## src/rtl/fetch_stage_pkg.sv

```systemverilog
// Shared types and constants for the instruction-fetch stage.
// Holds the FSM state encoding, the IF/ID payload and PC helpers.
package fetch_stage_pkg;

  localparam logic [31:0] DEFAULT_RESET_PC  = 32'h0000_3000;
  localparam logic [31:0] DEFAULT_NOP_INSTR = 32'h0000_0000;
  localparam logic [31:0] PC_STEP           = 32'h0000_0004;

  typedef enum logic [1:0] {
    S_REQ  = 2'b00,
    S_WAIT = 2'b01,
    S_HOLD = 2'b10
  } fetch_state_e;

  typedef struct packed {
    logic        valid;
    logic [31:0] pc;
    logic [31:0] instr;
  } if_id_t;

  function automatic logic [31:0] align_pc(input logic [31:0] pc);
    return {pc[31:2], 2'b00};
  endfunction

  // Sequential successor; wraps modulo 2^32.
  function automatic logic [31:0] seq_pc(input logic [31:0] pc);
    return pc + PC_STEP;
  endfunction

endpackage

```

## src/rtl/fetch_stage_if_id_reg.sv

```systemverilog
// IF/ID pipeline register: load, hold, flush and bubble for {valid, pc, instr}.
// Flush beats load; an unstalled register with nothing to load becomes a bubble.
module if_id_reg
  import fetch_stage_pkg::*;
#(
  parameter logic [31:0] NOP_INSTR = DEFAULT_NOP_INSTR
) (
  input  logic        clk,
  input  logic        reset,
  input  logic        load,
  input  logic        flush,
  input  logic        hold,
  input  logic [31:0] pc_in,
  input  logic [31:0] instr_in,
  output logic        valid,
  output logic [31:0] pc,
  output logic [31:0] instr
);

  if_id_t q_r;

  // IF/ID payload register with synchronous active-low reset
  always_ff @(posedge clk) begin
    if (!reset) begin
      q_r.valid <= 1'b0;
      q_r.pc    <= 32'h0000_0000;
      q_r.instr <= NOP_INSTR;
    end else if (flush) begin
      q_r.valid <= 1'b0;
      q_r.pc    <= q_r.pc;
      q_r.instr <= NOP_INSTR;
    end else if (load) begin
      q_r.valid <= 1'b1;
      q_r.pc    <= pc_in;
      q_r.instr <= instr_in;
    end else if (hold) begin
      q_r <= q_r;
    end else begin
      q_r.valid <= 1'b0;
      q_r.pc    <= q_r.pc;
      q_r.instr <= NOP_INSTR;
    end
  end

  assign valid = q_r.valid;
  assign pc    = q_r.pc;
  assign instr = q_r.instr;

endmodule

```

## src/rtl/fetch_stage.sv

```systemverilog
// Instruction-fetch stage: owns fetch PC, single-outstanding imem handshake,
// redirect/kill handling and the IF/ID register.
module fetch_stage
  import fetch_stage_pkg::*;
#(
  parameter logic [31:0] RESET_PC  = DEFAULT_RESET_PC,
  parameter logic [31:0] NOP_INSTR = DEFAULT_NOP_INSTR
) (
  input  logic        clk,
  input  logic        reset,
  input  logic        redirect_valid,
  input  logic [31:0] redirect_pc,
  input  logic        id_stall,
  output logic        imem_req,
  output logic [31:0] imem_addr,
  input  logic        imem_rvalid,
  input  logic [31:0] imem_rdata,
  output logic        if_id_valid,
  output logic [31:0] if_id_pc,
  output logic [31:0] if_id_instr
);

  fetch_state_e state_r, state_s;
  logic [31:0]  fetch_pc_r, fetch_pc_s;
  logic [31:0]  hold_buf_r, hold_buf_s;
  logic         kill_r, kill_s;
  logic         run_r;
  logic         can_accept_s;
  logic         ifid_load_s;
  logic         ifid_flush_s;
  logic [31:0]  ifid_instr_s;

  assign can_accept_s = !id_stall || !if_id_valid;

  // Next-state, fetch PC, kill and IF/ID control decode
  always_comb begin
    state_s      = state_r;
    fetch_pc_s   = fetch_pc_r;
    hold_buf_s   = hold_buf_r;
    kill_s       = kill_r;
    ifid_load_s  = 1'b0;
    ifid_flush_s = 1'b0;
    ifid_instr_s = imem_rdata;
    if (redirect_valid) begin
      fetch_pc_s   = align_pc(redirect_pc);
      ifid_flush_s = 1'b1;
      case (state_r)
        S_REQ: begin
          // run_r low means no strobe went out this cycle, so nothing to kill.
          if (run_r) begin
            kill_s  = 1'b1;
            state_s = S_WAIT;
          end else begin
            kill_s  = 1'b0;
            state_s = S_REQ;
          end
        end
        S_WAIT: begin
          if (imem_rvalid) begin
            kill_s  = 1'b0;
            state_s = S_REQ;
          end else begin
            kill_s  = 1'b1;
            state_s = S_WAIT;
          end
        end
        S_HOLD: begin
          // Nothing outstanding: drop the buffered word and refetch directly.
          kill_s  = 1'b0;
          state_s = S_REQ;
        end
        default: begin
          kill_s  = 1'b0;
          state_s = S_REQ;
        end
      endcase
    end else begin
      case (state_r)
        S_REQ: begin
          if (run_r) begin
            state_s = S_WAIT;
          end else begin
            state_s = S_REQ;
          end
        end
        S_WAIT: begin
          if (!imem_rvalid) begin
            state_s = S_WAIT;
          end else if (kill_r) begin
            kill_s  = 1'b0;
            state_s = S_REQ;
          end else if (can_accept_s) begin
            ifid_load_s  = 1'b1;
            ifid_instr_s = imem_rdata;
            fetch_pc_s   = seq_pc(fetch_pc_r);
            state_s      = S_REQ;
          end else begin
            hold_buf_s = imem_rdata;
            state_s    = S_HOLD;
          end
        end
        S_HOLD: begin
          if (can_accept_s) begin
            ifid_load_s  = 1'b1;
            ifid_instr_s = hold_buf_r;
            fetch_pc_s   = seq_pc(fetch_pc_r);
            state_s      = S_REQ;
          end else begin
            state_s = S_HOLD;
          end
        end
        default: begin
          kill_s  = 1'b0;
          state_s = S_REQ;
        end
      endcase
    end
  end

  // FSM state, fetch PC, hold buffer and kill flag registers
  always_ff @(posedge clk) begin
    if (!reset) begin
      state_r    <= S_REQ;
      fetch_pc_r <= RESET_PC;
      hold_buf_r <= NOP_INSTR;
      kill_r     <= 1'b0;
      run_r      <= 1'b0;
    end else begin
      state_r    <= state_s;
      fetch_pc_r <= fetch_pc_s;
      hold_buf_r <= hold_buf_s;
      kill_r     <= kill_s;
      run_r      <= 1'b1;
    end
  end

  // Strobe is suppressed in the cycle following a reset edge.
  assign imem_req  = (state_r == S_REQ) && run_r;
  assign imem_addr = fetch_pc_r;

  if_id_reg #(
    .NOP_INSTR (NOP_INSTR)
  ) u_if_id_reg (
    .clk      (clk),
    .reset    (reset),
    .load     (ifid_load_s),
    .flush    (ifid_flush_s),
    .hold     (id_stall),
    .pc_in    (fetch_pc_r),
    .instr_in (ifid_instr_s),
    .valid    (if_id_valid),
    .pc       (if_id_pc),
    .instr    (if_id_instr)
  );

endmodule

```

## config.mk

```make
export PLATFORM = sky130hd
export DESIGN_NAME = fetch_stage
export DESIGN_NICKNAME = d
export VERILOG_FILES = /design/src/rtl/fetch_stage_pkg.sv /design/src/rtl/fetch_stage_if_id_reg.sv /design/src/rtl/fetch_stage.sv
export SDC_FILE = /design/constraint.sdc
export NUM_CORES = 1
export LEC_CHECK = 0
export CAP_MARGIN = 20
export CORE_MARGIN = 3
export CORE_UTILIZATION = 54
export CTS_BUF_LIST = sky130_fd_sc_hd__clkbuf_4
export DETAILED_ROUTE_END_ITERATION = 16
export GPL_TIMING_DRIVEN = 0
export PLACE_DENSITY = 0.88
export SLEW_MARGIN = 20
export SYNTH_ARGS = -nofsm -noshare
export SYNTH_HDL_FRONTEND = slang
export SYNTH_SLANG_ARGS = --single-unit
export TNS_END_PERCENT = 10
```

## constraint.sdc

```tcl
create_clock -name clk -period 5.3 [get_ports clk]
set_clock_uncertainty 0.2 [all_clocks]
set_input_delay 0.53 -clock clk [delete_from_list [all_inputs] [get_ports clk]]
set_output_delay 0.53 -clock clk [all_outputs]
set_load 0.01 [all_outputs]
```

# Word-level counts from Yosys, hierarchy flattened
# Cells that the tools add are included.
word_totals:
  ff_bits: 133
  in_bits: 69
  output_inout_bits: 98
  word_cells: 68
classes:
  n_addsub: 1
  n_eq_ne: 8
  muxes: 31
  n_bitwise: 4
  n_reduce_logical: 15
ops:
  columns: ["cell", "count"]
  rows:
  - ["32-bit two-way mux", 7]
  - ["65-bit two-way mux", 2]
  - ["32-bit case mux with 2 select lines", 1]
  - ["32-bit by 3-bit adder with 32-bit output (second input constant)", 1]
  - ["1-bit two-way mux", 12]
  - ["2-bit two-way mux", 4]
  - ["1-bit case mux with 2 select lines", 4]
  - ["3-bit inequality test (second input constant)", 2]
  - ["2-bit case mux with 3 select lines", 1]
  - ["3-bit AND reduction", 2]
  - ["2-bit OR reduction", 3]
  - ["2-bit by 1-bit inequality test with 1-bit output (second input constant)", 2]
  - ["2-bit inequality test (second input constant)", 2]
  - ["1-bit inverter", 4]
  - ["2-bit AND reduction", 2]
  - ["4-bit AND reduction", 1]
  - ["3-bit nonzero test", 1]
  - ["2-bit by 1-bit == test with 1-bit output (second input constant)", 1]
  - ["2-bit == test (second input constant)", 1]
  - ["1-bit zero test", 2]
  - ["2-bit zero test", 1]
  - ["2-bit nonzero test", 1]
  - ["1-bit logical AND", 1]
  - ["1-bit logical OR", 1]

# Longest topological paths before layout
# Gate-level depths: netlist of the first run.
depth:
  word_depth: 8
  depth_mapped: 9
  mapped_depth_nobuf: 6

# Cells and area by module
# Synthesis of the first run repeated with hierarchy kept, for this count alone.
hier_totals:
  cells_unflattened: 705
  area_unflattened_um2: 5844.4
by_module_without_submodules:
  columns: ["mod", "n_inst", "cells_per_inst", "area_per_inst_um2", "seq_area_each_um2"]
  rows:
  - ["fetch_stage", 1, 418, 3388.2, 1321.3]
  - ["if_id_reg", 1, 287, 2456.1, 1301.2]

# Worst setup path before layout of the first run
# Ideal clock, no wire load.
synth_path:
  path_kind: "reg-to-reg"
  startpoint: "register state_r[1]"
  endpoint: "register fetch_pc_r[13] (netlist: imem_addr[13])"
  setup_ns: 0.142
  arrival_ns: 1.788
  required_ns: 4.958
  setup_slack_ns: 3.169
  stages_incl_launch_ff: 8
  path_buffers: 1
  synth_period_minus_slack_ns: 2.131
  cell_sequence: "dfxtp_1 -> inv_1 -> ha_1 -> and3b_2 -> buf_4 -> o2111a_1 -> a2111oi_0 -> a311oi_1"
synth_between:
  elab_chain_cells: 3
  elab_cells_between_ends: 8
  cone_classes: "eq/ne: 4; mux: 2; reduce/logical: 2"
synth_rtl:
  columns: ["element", "line", "rtl"]
  rows:
  - ["from (decl)", "fetch_stage.sv:23", "fetch_state_e state_r, state_s;"]
  - ["from (signal assigned)", "fetch_stage.sv:129", "state_r <= state_s;"]
  - ["2-bit by 1-bit == test with 1-bit output / 2-bit == test (equally long branches)", "fetch_stage.sv:78", "case (state_r)"]
  - ["3-bit inequality test (no source line) (tied with other cells)", null, null]
  - ["3-bit AND reduction (no source line) / 32-bit two-way mux (equally long branches)", null, null]
  - ["to (signal assigned)", "fetch_stage.sv:130", "fetch_pc_r <= fetch_pc_s;"]
  - ["to (decl)", "fetch_stage.sv:24", "logic [31:0] fetch_pc_r, fetch_pc_s;"]
# Several ways; a longest one is shown, not always the timed one.
# A chain may end at the register's enable or synchronous reset.

# Final worst setup path of the first run
layout_path:
  startpoint: "register state_r[0]"
  endpoint: "output port imem_req"
layout_between:
  elab_chain_cells: 2
layout_rtl:
  columns: ["element", "line", "rtl"]
  rows:
  - ["2-bit zero test", "fetch_stage.sv:138", "assign imem_req = (state_r == S_REQ) && run_r;"]
  - ["1-bit logical AND", "fetch_stage.sv:138", null]
  - ["to (decl)", "fetch_stage.sv:14", "output logic imem_req,"]
# No other way between the ends.

==> results.ini, run 1 <==
[status]
status = completed

[place]
io_buffers = 159
gp_congestion = 0.937
dpl.hpwl_um = 14300

[grt]
grt_usage_pct = 30.7
overflow = 0
grt_start_max_net_pins = 17
grt_pass1_vias = 6619
grt_pass1_wl_um = 31800
antenna_found_initial = 1

[floorplan]
die_w_um = 112
io_pins = 167
initial_core_util_pct = 57.0
core_area_um2 = 10600
num_rows = 37
dieHeight_um = 112
die-area_um2 = 12500

[min_path]
hp-start = id_stall
worstHoldPathCells = 3
hold_class = input pin to flop
min_delay_worst_endpoint = u_if_id_reg.instr[12]

[synth]
netlist_top_cells_area = dfxtp_1, nand2_1, a21oi_1
yosysTopAreaCellShare_pct = 42.7
async_flop_share_pct = 0
avgSynthCellArea_um2 = 7.90
synth_top_family_by_area = compound AO/OA/AOI/OAI gates
synthDistinctLibCells = 57
yosysTopAreaCell = dfxtp_1
synth_edf_count = 0
synth_warnings = 0
synth_compound_area_share_pct = 25.2
synthAdderAreaFrac_pct = 1.04
synth_xor_area_share_pct = 0.580
syn_inst = 765
yosys.area_share.simple_pct = 24.8
ys_ff_latch = 129
synthMuxAreaShare_pct = 0.166
synth_top_flop_cell = dfxtp_1
netlist_area_um2 = 6040
yosysSeqAreaShare_pct = 42.7

[final_layout]
nFillCells = 814
multi_input_area_um2 = 3140
fin_nets = 1020
drive_above_1_share_pct = 6.47
seqCellArea_um2 = 2580
area_growth_pct = 33.6
antennaDiodeCount = 0

[worst_setup_path]
cp_top_family = buffers and inverters
r2r_cells = 8
crit_type = flop to primary output
cp_slowest_cell = clkdlybuf4s50_1
critical_path.cell_chain = inv_1 -> ha_1 -> nand2_1 -> inv_1 -> clkdlybuf4s50_1
cp.required_ps = 4570
reg2reg_from = state_r[1]
crit_buf_inv = 3
cpPeakStageDelay_ps = 480
critical_path_arrival_ps = 1890
endpoint_kind = primary output
critPathMostFrequentCell = inv_1
crit_fanout = 4
r2r_slack_ps = 2810
startpoint_type = flop
r2r_end = u_if_id_reg.instr[20]

[clock_tree]
cts.root.buffer_cell = clkbuf_4
clk_path_buf_depth = 2
cts_max_level = 4
clock-sinks = 129
cts_tree = built
cts-resized-gates = 0
cts_setup_buffers = 0
postCtsHoldBufs = 0
worstSkewPairLatency_ps = 540
clk_pin_slew_worst_paths_ps = 100
numCtsBuffers = 17

[sta]
hold_viol_final = 0
fin_crit_sh_pct = 49.5
fin_setup_tns_ps = 0
post-route-min-period_ps = 2620
tightest_slew_ps = 713
slew_viol_final = 0
fmax_mhz = 381
whs_ps = 178
slew_headroom_pct = 52.1
setup_viol = 0
rsz0062_at_grt = no

[drt]
drc = 0
routed_wirelength_um = 19500
vias = 6705
ant_nets = 0
wl_per_cell_um = 17.8
drt_iter0_drc = 532
viasPerCell = 6.13
dr.pass1.iters = 5

[power]
power-per-cell-area_nw_per_um2 = 233
total_power_mw = 1.88
ir_drop_uv = 161
p_leak_nw = 2.75

[run]
drv_cap = 0

## registers in the layout, summed over array words and instances, names as in the netlist
register and cells:
u_if_id_reg.pc 30, imem_addr 30, u_if_id_reg.instr 32, state_r 2
run_r 1, u_if_id_reg.valid 1, kill_r 1, hold_buf_r 32
## final cells by class
type	count	area share (%)
Multi-Input combinational cell	564	38.9
Inverter	8	0.372
Clock inverter	13	1.50
Sequential cell	129	32.0
Clock buffer	18	1.67
Buffer	67	3.72
Timing Repair Buffer	159	19.7
Tap cell	136	2.11
## per-stage QoR
| step | cells | area (µm²) | utilization, % | setup WS [ps] |
|---|---|---|---|---|
| CTS | 1094 | 8070 | 76.1 | 2680 |
| floorplan | 768 | 6050 | - | 3170 |
| detailed placement | 1063 | 7820 | 73.7 | 2390 |
| global placement | 1063 | 7820 | 73.7 | 2380 |
| finish | 1094 | 8070 | 76.1 | 2680 |
| global route | 1094 | 8070 | 76.1 | 2610 |
## synthesized netlist by cell type (6+ instances only)
cell type	instances
buf_4	7
a21oi_1	101
clkbuf_1	42
nor2_1	11
and4_1	8
a211oi_1	9
or3_1	6
nand2_1	138
inv_1	8
o31ai_1	6
nor3_1	14
a31oi_1	8
a21boi_0	32
nor4_1	8
o211ai_1	8
nand4_1	10
o21ai_0	25
dfxtp_1	129
nand3_1	50
o21ai_1	29
and3_1	35
buf_2	18
## report_power, final
| group | total, mW | leakage (nW) | internal, mW | switching [mW] |
|---|---|---|---|---|
| Sequential | 1.03 | 1.05 | 0.989 | 0.0361 |
| Combinational | 0.221 | 1.57 | 0.112 | 0.109 |
| Clock | 0.638 | 0.132 | 0.273 | 0.365 |
## cells by family after synthesis
| logic type | after synthesis |
|---|---|
| other cells | 1 |
| mux | 1 |
| xor+xnor | 4 |
| fa+ha+maj | 5 |
| simple gates | 305 |
| flops | 129 |
| compound gates | 245 |
| buf+inv | 75 |
## tightest hold or removal path, stage by stage
cell and delay (ps):
buf_2 180, nand3_1 110, a21oi_1 50
## layer usage
metal	GRT usage (%)	wire, µm	part of all wire (%)	vias up
met3	6.85	1710	8.8	57
li1	-	-	-	3121
met5	0	7	0.036	-
met4	14.1	595	3.1	2
met1	38.3	7810	40	3151
met2	50.6	9380	48	374
## placed cells by master (no fill, tap or decap), types with 7 or more instances in the layout
cell type and instances:
a211oi_1 9, a21boi_0 32, a21oi_1 101, a31oi_1 8, and3_1 35, and4_1 8
buf_2 18, buf_4 7, clkbuf_1 42, clkbuf_4 18, clkdlybuf4s50_1 159, dfxtp_1 129
inv_1 8, nand2_1 138, nand3_1 50, nand4_1 10, nor2_1 11, nor3_1 14
nor4_1 8, o211ai_1 8, o21ai_0 25, o21ai_1 29
## worst max path at each step
stage	startpoint	endpoint	slack (ps)	depth (start not counted)
finish	state_r[0]	imem_req	2680	5
global route	state_r[0]	imem_req	2610	5
CTS	state_r[0]	imem_req	2680	5
detailed placement	redirect_valid	kill_r	2390	8
global placement	redirect_valid	kill_r	2380	8
floorplan	state_r[1]	imem_addr[13]	3170	7
Power figures use the tool's default switching activity.
==> run 2, diff against run 1 <==
--- a/config.mk
+++ b/config.mk
@@ -7,11 +7,11 @@
 export LEC_CHECK = 0
 export CAP_MARGIN = 20
 export CORE_MARGIN = 3
-export CORE_UTILIZATION = 54
+export CORE_UTILIZATION = 50
 export CTS_BUF_LIST = sky130_fd_sc_hd__clkbuf_4
 export DETAILED_ROUTE_END_ITERATION = 16
 export GPL_TIMING_DRIVEN = 0
-export PLACE_DENSITY = 0.88
+export PLACE_DENSITY = 0.83
 export SLEW_MARGIN = 20
 export SYNTH_ARGS = -nofsm -noshare
 export SYNTH_HDL_FRONTEND = slang
==> constraint.sdc (replaced) <==
create_clock -name clk -period 2.6 [get_ports clk]
set_clock_uncertainty 0.2 [all_clocks]
set_input_delay 0.26 -clock clk [delete_from_list [all_inputs] [get_ports clk]]
set_output_delay 0.26 -clock clk [all_outputs]
set_load 0.01 [all_outputs]
==> run 2 against run 1 <==
  * Routed wire length down 3.6%
  * Clock-buffer cell count up 3
  * Setup slack worse by 2500 ps
  * Design area increased by 0.70%
  * Total power grew 110%
  * Highest routed layer is now met4
==> results.ini, run 2 (same netlist as run 1, synthesis figures left out) <==
[status]
status = completed

[worst_setup_path]
endpoint_kind = flop
crit_start = reset
startpoint_type = input pin
critical_path_arrival_ps = 2690  ; +800 ps
crit_fanout = 10  ; +6
cp.required_ps = 2820  ; -1750 ps
reg2reg_from = state_r[0]
crit_type = input pin to flop

[drt]
ant_nets = 0  ; unchanged
drt_iter0_drc = 516  ; -3.0%
vias = 6371  ; -5.0%
routed_wirelength_um = 18800  ; -3.6%
wl_per_cell_um = 17.1  ; -4.3%
viasPerCell = 5.78  ; -5.7%
drc = 0  ; unchanged
dr.pass1.iters = 5  ; unchanged

[sta]
post-route-min-period_ps = 2460
fmax_mhz = 406
setup_viol = 0  ; unchanged
whs_ps = 66.6  ; -112 ps
slew_viol_final = 0  ; unchanged
slew_headroom_pct = 58.0  ; +5.8 points
fin_crit_sh_pct = 94.7
tightest_slew_ps = 631  ; -81.9 ps
rsz0062_at_grt = yes
hold_viol_final = 0  ; unchanged

[place]
dpl.hpwl_um = 13300  ; -7.0%
gp_congestion = 0.862  ; -8.0%
io_buffers = 159  ; unchanged

[final_layout]
area_growth_pct = 34.5
post-route-util_pct = 70.0  ; -6.2 points
largestRegisters = hold_buf_r (32), u_if_id_reg.instr (32)
layout_common_cells = clkdlybuf4s50_1, nand2_1, dfxtp_1
final_common_cell = clkdlybuf4s50_1
fin_nets = 1022  ; +0.20%
nFillCells = 1014  ; +25%
antennaDiodeCount = 0  ; unchanged
drive_above_1_share_pct = 6.47  ; -0.0067 points

[floorplan]
initial_core_util_pct = 52.0  ; -5.0 points
core_area_um2 = 11600  ; +9.5%
io_pins = 167  ; unchanged
num_rows = 39  ; +5.4%
dieHeight_um = 116  ; +3.7%
die-area_um2 = 13400  ; +7.6%
die_w_um = 116  ; +3.7%

[clock_tree]
numCtsBuffers = 17  ; unchanged
clk_path_buf_depth = 2  ; unchanged
cts_max_level = 4  ; unchanged
cts.root.buffer_cell = clkbuf_4
clock-sinks = 129  ; unchanged
cts_tree = built
cts_setup_buffers = 0  ; unchanged
clk_pin_slew_worst_paths_ps = 110  ; about the same
worstSkewPairLatency_ps = 560  ; +20 ps

[grt]
overflow = 0  ; unchanged
grt_usage_pct = 27.8  ; -2.9 points
antenna_found_initial = 0  ; -1
grt_pass1_vias = 6049  ; -8.6%
grt_start_max_net_pins = 17  ; unchanged
grt_pass1_wl_um = 29600  ; -6.7%

[min_path]
hp-start = imem_rdata[0]
hold_class = input pin to flop

[run]
drv_cap = 0  ; unchanged

[power]
ir_drop_uv = 480  ; +200%
total_power_mw = 3.94  ; +110%
p_leak_nw = 2.78  ; +1.1%
power-per-cell-area_nw_per_um2 = 484  ; +110%

run 2: worst paths after layout:
check                         to  slack (ps)  cells past startpoint
setup / recovery          kill_r         140                      7
hold / removal     hold_buf_r[0]          70                      3
setup reg to reg   imem_addr[31]         190                      6
hold reg to reg   hold_buf_r[21]         250                      2
run 2: critical path, cell delays in order:
cell	delay, ps
dlygate4sd3_1	540
clkdlybuf4s50_1	460
clkbuf_1	250
inv_1	140
clkbuf_1	410
clkbuf_1	510
nor2_1	110
run 2: power breakdown:
part,internal (mW),leakage (nW),total (mW),switching [mW]
logic,0.230,1.58,0.448,0.218
registers,2.02,1.05,2.09,0.0725
clock network,0.685,0.155,1.40,0.716
total,2.93,2.78,3.94,1.01
run 2: through the flow:
stage	TNS [ps]	instances	worst slack, ps	cell area (µm²)
floorplan	0	768	469	6050
global placement	-209	1070	-34.8	7830
detailed placement	-297	1070	-41.3	7830
CTS	0	1102	11.9	8120
global route	-138	1102	-44.5	8130
finish	0	1102	137	8130
run 2: routing by layer:
metal | global-route usage, % | part of all wire [%]
met1 | 36.0 | 43
met2 | 45.1 | 47
met3 | 7.42 | 8.0
met4 | 9.20 | 1.9
met5 | 0 | 0
run 2: what timing repair did:
action | 4_1_cts | 5_1_grt
hold buffers | 2 | 0
hold endpoints to repair | 3 | 0
endpoints found under the setup margin | 0 | 31
gates resized for setup | 0 | 3
run 2: cell type report:
class	instances	area (µm²)	share of cell area, %
sequential	129	2580	31.8
multi-input combinational	564	3150	38.8
buffer	67	302	3.71
clock buffer	21	158	1.94
timing repair buffer	161	1610	19.8
clock inverter	9	116	1.43
tap	143	179	2.20
inverter	8	30.0	0.369
